`src/rtl/clkdiv_pkg.sv`:
```
// Shared types and constants for the clock-enable divider.
//   div_t           default-width divisor type (8 bits)
//   clkdiv_state_e  divider run state: IDLE (held at phase 0) or RUN
//   MIN_DIV         smallest divisor accepted by a load
package clkdiv_pkg;

    localparam int CLKDIV_DIV_W = 8;
    localparam int MIN_DIV      = 1;

    typedef logic [CLKDIV_DIV_W-1:0] div_t;

    typedef enum logic {
        IDLE = 1'b0,
        RUN  = 1'b1
    } clkdiv_state_e;

endpackage

```
`src/rtl/clkdiv_phase_ctr.sv`:
```
// Phase counter for the clock-enable divider.
// Counts 0..div-1 while advance is high and returns to 0 when advance is low.
// Ports:
//   clk, reset   clock and asynchronous active-high reset
//   advance      1 = step the phase this cycle, 0 = force phase to 0
//   div          active divisor (must be >= 1)
//   phase        current phase register
//   phase_next   value phase takes at the next edge (used for output decode)
//   at_term      phase is at its terminal value div-1
module clkdiv_phase_ctr #(
    parameter int DIV_W = 8
) (
    input  logic             clk,
    input  logic             reset,
    input  logic             advance,
    input  logic [DIV_W-1:0] div,
    output logic [DIV_W-1:0] phase,
    output logic [DIV_W-1:0] phase_next,
    output logic             at_term
);

    logic [DIV_W-1:0] phase_reg;

    assign phase   = phase_reg;
    assign at_term = (phase_reg == (div - DIV_W'(1)));

    always_comb begin
        phase_next = '0;
        if (advance && !at_term) begin
            phase_next = phase_reg + DIV_W'(1);
        end
    end

    always_ff @(posedge clk or posedge reset) begin
        if (reset) begin
            phase_reg <= '0;
        end else begin
            phase_reg <= phase_next;
        end
    end

endmodule

```
`src/rtl/clk_enable_divider.sv`:
```
// Runtime-programmable clock divider producing a one-cycle enable pulse every
// D clock cycles and a registered divided clock high for ceil(D/2) cycles.
// Ports:
//   clk       system clock
//   reset     asynchronous active-high reset
//   en_i      run enable; low holds the divider idle at phase 0
//   load_i    strobe: capture div_i as the new divisor
//   div_i     requested divisor (1..2**DIV_W-1); 0 is rejected
//   tick_o    one-cycle enable pulse at phase 0
//   clk_o     divided clock, high while phase < ceil(D/2)
//   phase_o   current phase 0..D-1
//   busy_o    a loaded divisor waits for the period boundary
//   err_o     sticky flag: a zero divisor load was rejected
module clk_enable_divider
    import clkdiv_pkg::*;
#(
    parameter int DIV_W       = 8,
    parameter int DEFAULT_DIV = 2
) (
    input  logic             clk,
    input  logic             reset,
    input  logic             en_i,
    input  logic             load_i,
    input  logic [DIV_W-1:0] div_i,
    output logic             tick_o,
    output logic             clk_o,
    output logic [DIV_W-1:0] phase_o,
    output logic             busy_o,
    output logic             err_o
);

    clkdiv_state_e    state_reg, state_next;
    logic [DIV_W-1:0] active_reg, active_next;
    logic [DIV_W-1:0] shadow_reg, shadow_next;
    logic             busy_reg, busy_next;
    logic             err_reg, err_next;
    logic             tick_reg, tick_next;
    logic             clk_reg, clk_next;

    logic             run_cont;
    logic             load_ok;
    logic             at_term;
    logic [DIV_W-1:0] phase_next;
    logic [DIV_W:0]   half_div;
    logic             run_next;

    // Stay in RUN and keep counting only when already running and still enabled;
    // entering RUN starts at phase 0.
    assign run_cont = (state_reg == RUN) && en_i;
    assign load_ok  = load_i && (div_i >= DIV_W'(MIN_DIV));

    clkdiv_phase_ctr #(
        .DIV_W(DIV_W)
    ) u_phase_ctr (
        .clk       (clk),
        .reset     (reset),
        .advance   (run_cont),
        .div       (active_reg),
        .phase     (phase_o),
        .phase_next(phase_next),
        .at_term   (at_term)
    );

    always_comb begin
        state_next  = state_reg;
        active_next = active_reg;
        shadow_next = shadow_reg;
        busy_next   = busy_reg;
        err_next    = err_reg;

        if (state_reg == IDLE) begin
            // No period in progress, so a load takes effect immediately.
            if (load_ok) begin
                active_next = div_i;
                shadow_next = div_i;
            end
            if (en_i) begin
                state_next = RUN;
            end
        end else if (!en_i) begin
            // Leaving RUN: whatever divisor is newest becomes active right away.
            state_next = IDLE;
            busy_next  = 1'b0;
            if (load_ok) begin
                active_next = div_i;
                shadow_next = div_i;
            end else if (busy_reg) begin
                active_next = shadow_reg;
            end
        end else if (at_term) begin
            // Wrap edge. A load arriving on this very edge is only captured;
            // it applies at the following wrap.
            if (load_ok) begin
                shadow_next = div_i;
                busy_next   = 1'b1;
            end else if (busy_reg) begin
                active_next = shadow_reg;
                busy_next   = 1'b0;
            end
        end else if (load_ok) begin
            shadow_next = div_i;
            busy_next   = 1'b1;
        end

        if (load_i && !load_ok) begin
            err_next = 1'b1;
        end
    end

    // Outputs are decoded from the upcoming phase and divisor so they are
    // aligned with phase_o after the edge.
    assign run_next  = (state_next == RUN);
    assign half_div  = ({1'b0, active_next} + (DIV_W+1)'(1)) >> 1;
    assign tick_next = run_next && (phase_next == '0);
    assign clk_next  = run_next && ({1'b0, phase_next} < half_div);

    always_ff @(posedge clk or posedge reset) begin
        if (reset) begin
            state_reg  <= IDLE;
            active_reg <= DIV_W'(DEFAULT_DIV);
            shadow_reg <= DIV_W'(DEFAULT_DIV);
            busy_reg   <= 1'b0;
            err_reg    <= 1'b0;
            tick_reg   <= 1'b0;
            clk_reg    <= 1'b0;
        end else begin
            state_reg  <= state_next;
            active_reg <= active_next;
            shadow_reg <= shadow_next;
            busy_reg   <= busy_next;
            err_reg    <= err_next;
            tick_reg   <= tick_next;
            clk_reg    <= clk_next;
        end
    end

    assign tick_o = tick_reg;
    assign clk_o  = clk_reg;
    assign busy_o = busy_reg;
    assign err_o  = err_reg;

endmodule

```
`config.mk`:
```
export PLATFORM = sky130hd
export DESIGN_NAME = clk_enable_divider
export DESIGN_NICKNAME = d
export VERILOG_FILES = /design/src/rtl/clkdiv_pkg.sv /design/src/rtl/clkdiv_phase_ctr.sv /design/src/rtl/clk_enable_divider.sv
export SDC_FILE = /design/constraint.sdc
export NUM_CORES = 1
export LEC_CHECK = 0
export CAP_MARGIN = 10
export CORE_MARGIN = 8
export CORE_UTILIZATION = 40
export CTS_CLUSTER_SIZE = 14
export DETAILED_ROUTE_END_ITERATION = 8
export PLACE_DENSITY_LB_ADDON = 0.05
export SETUP_SLACK_MARGIN = 0.4
export SYNTH_ARGS = -nofsm -noshare
export SYNTH_HDL_FRONTEND = slang
export SYNTH_SLANG_ARGS = --single-unit
export TNS_END_PERCENT = 50
```
`constraint.sdc`:
```
create_clock -name clk -period 10.48 [get_ports clk]
set_input_delay 1.572 -clock clk [delete_from_list [all_inputs] [get_ports clk]]
set_output_delay 1.572 -clock clk [all_outputs]
set_load 0.01 [all_outputs]
```
==> run_results.csv <==
group,metric,value,unit
outcome,outcome,"finished clean",
logic_synthesis,ys_seq_elements,29,
final_layout,drive_gt1_share,11.1,%
final_layout,nets,284,
worst_setup_path,ff2ff_path_depth,15,
logic_synthesis,synth_top_area_cell,"dfrtp_1",
min_path,hold_depth,1,
logic_synthesis,yosysSeqAreaShare,33.2,%
worst_setup_path,endpoint_kind,"flip-flop",
cts,cts_sinks,29,
sta,fin_skew,0.00839,ns
job,cap_violations,0,
sta,hold_viol_final,0,
grt,antenna_found_initial,0,
place,gp_congestion,0.819,
sta,relSlewSlack,56.5,%
route,firstDrtPassIters,4,
grt,track_usage,13.9,%
sta,fin_setup_tns,0,ns
logic_synthesis,avgSynthCellArea,9.02,um2
cts,cts_tree,"yes",
min_path,min_to,"err_o",
floorplan,core_area,5410,um2
route,drtIter0Drc,148,
place,dp_hpwl,4260,um
power,leakage,1.03,nW
worst_setup_path,regToRegEndpoint,"clk_o",
route,drc_errors,0,
route,wirelength,5670,um
cts,clock_path_buffers,2,
floorplan,die_area,8110,um2
worst_setup_path,cp.required,10.68,ns
sta,post-route-period-util,50.0,%
cts,htree_levels,2,
route,num_vias,1804,
worst_setup_path,start_kind,"primary input",
sta,rsz0062_at_grt,"no",
cts,clk_pin_slew,0.07,ns
cts,cts_setup_buffers,0,
grt,grt_pass1_vias,1752,
route,wire_per_inst,17.0,um
sta,clock.fmax,191,MHz
grt,grt_pass1_wl,9200,um
final_layout,area_growth,15.4,%
sta,setup_slack,5.24,ns
floorplan,start_util,40.6,%
cts,hold_buffers,0,
floorplan,rows,27,
min_path,hp-class,"reg2reg",
power,p_per_area,125,nW/um2
route,vias_per_cell,5.40,
sta,drv_slew,0,
power,peakVddDrop,71.2,uV
floorplan,chipHeight,90.0,um
cts,cts_resized,0,
worst_setup_path,arrival,5.44,ns
logic_synthesis,yosys_warnings,0,
logic_synthesis,synth.distinct_cells,64,
place,dp_slack,4.98,ns
worst_setup_path,setup.worst_path.class,"in2reg",
sta,worst_pin_slew,0.651,ns
min_path,min-delay-start,"err_o",
final_layout,insertedDiodeCount,0,
route,drtAntennaViolNets,0,
place,io_buffer_count,23,
grt,grt_max_degree,21,
logic_synthesis,synthCells,243,
worst_setup_path,r2r-start,"active_reg[1]",
logic_synthesis,syn_nets,265,
logic_synthesis,netlist_area,2190,um2
cts,clkLatencyLatePin,0.28,ns
logic_synthesis,synth_edf_count,0,
logic_synthesis,synth_top_area_share,30.8,%
cts,clockRootBuffer,"clkbuf_8",
floorplan,ios,24,
sta,finalCriticalPeriod,5.24,ns
sta,setup_viol,0,
cts,cts_buffers,5,
floorplan,fp.dieW,90.0,um
logic_synthesis,synthTopCellsByArea,"dfrtp_1, ha_1, xnor2_1",
grt,grt-ovfl-total,0,
sta,worst_hold_slack,0.456,ns
worst_setup_path,rrSetupSlack,5.99,ns
logic_synthesis,synth_ff_type,"dfrtp_1",
logic_synthesis,async_reset_ff_share,100,%
worst_setup_path,cp_max_fo,20,
[cells in the mapped netlist, types with 5 or more instances]
library cell  count
dfrtp_1          27
nand3_1          11
o21ai_0          10
inv_1             7
xnor2_1          11
a21oi_1          12
ha_1             10
nor3_1            5
xor2_1            9
nand2_1          25
nor2_1           22
clkbuf_1          5
[area by class of cell]
cell class	count	area, um2
multi-input cells	194	1360
well taps	72	90.1
fillers	551	2880
clock buffers	6	72.6
inverters	7	26.3
flip-flops and latches	29	728
clock inverters	1	5.00
repair buffers	25	245
[report_power, final]
part	internal, mW	leakage, nW	switching (mW)
clock network	0.0450	0.0410	0.0412
logic	0.0432	0.627	0.0467
registers	0.122	0.363	0.0184
[worst max path at each step]
stage | start | end | slack, ns
after floorplan | div_i[4] | clk_o | 5.77
after global placement | div_i[6] | clk_o | 4.95
after detailed placement | div_i[2] | clk_o | 4.98
after CTS | div_i[2] | clk_o | 5.24
after global routing | div_i[2] | clk_o | 4.97
final | div_i[2] | clk_o | 5.24
[kinds of logic after synthesis]
group | count (synthesis) | share of synthesized area (%)
flops | 29 | 33.2
mux | 7 | 3.37
fa+ha+maj | 10 | 5.71
xor+xnor | 21 | 8.73
buf+inv | 20 | 4.68
compound gates | 62 | 21.7
simple gates | 94 | 22.5
[routing by layer]
metal / vias up / GRT usage [%] / wire length, um
met3: 4 / 3.33 / 242
met4: 0 / 4.16 / 32
met2: 34 / 21.1 / 2550
met5: - / 0 / 0
li1: 921 / - / -
met1: 845 / 19.1 / 2840
[worst max-delay path, cell delays in order]
cell             delay [ns]
clkdlybuf4s50_1        0.44
or4_1                  0.56
o21ai_1                0.29
buf_4                  0.29
and2_1                 0.26
a21oi_1                0.09
o21ai_0                0.14
a21boi_1               0.42
nand4_1                0.17
xnor2_1                0.17
ha_1                   0.29
and3_1                 0.20
a2111o_1               0.40
a31oi_1                0.15
[cell usage in the layout, fill, tap and decap left out, drive strengths merged, types with 4 or more instances in the layout]
cell type	count
a211oi	5
a21oi	12
a22o	5
a22oi	4
a31oi	4
and2	5
and3	5
clkbuf	6
clkdlybuf4s50	23
dfrtp	27
ha	10
inv	7
mux2i	4
nand2	26
nand2b	4
nand3	11
nand4	4
nor2	22
nor3	6
o21ai	12
xnor2	12
xor2	9
[metrics by stage]
stage          area, um2  power [mW]  instances  util, %
2_1_floorplan       2190       0.209        243        -
3_3_place_gp        2450       0.233        327     45.3
3_5_place_dp        2450       0.232        327     45.3
4_1_cts             2530       0.322        334     46.8
5_1_grt             2530       0.341        334     46.8
6_report            2530       0.317        334     46.8
Power figures use the tool's default switching activity.
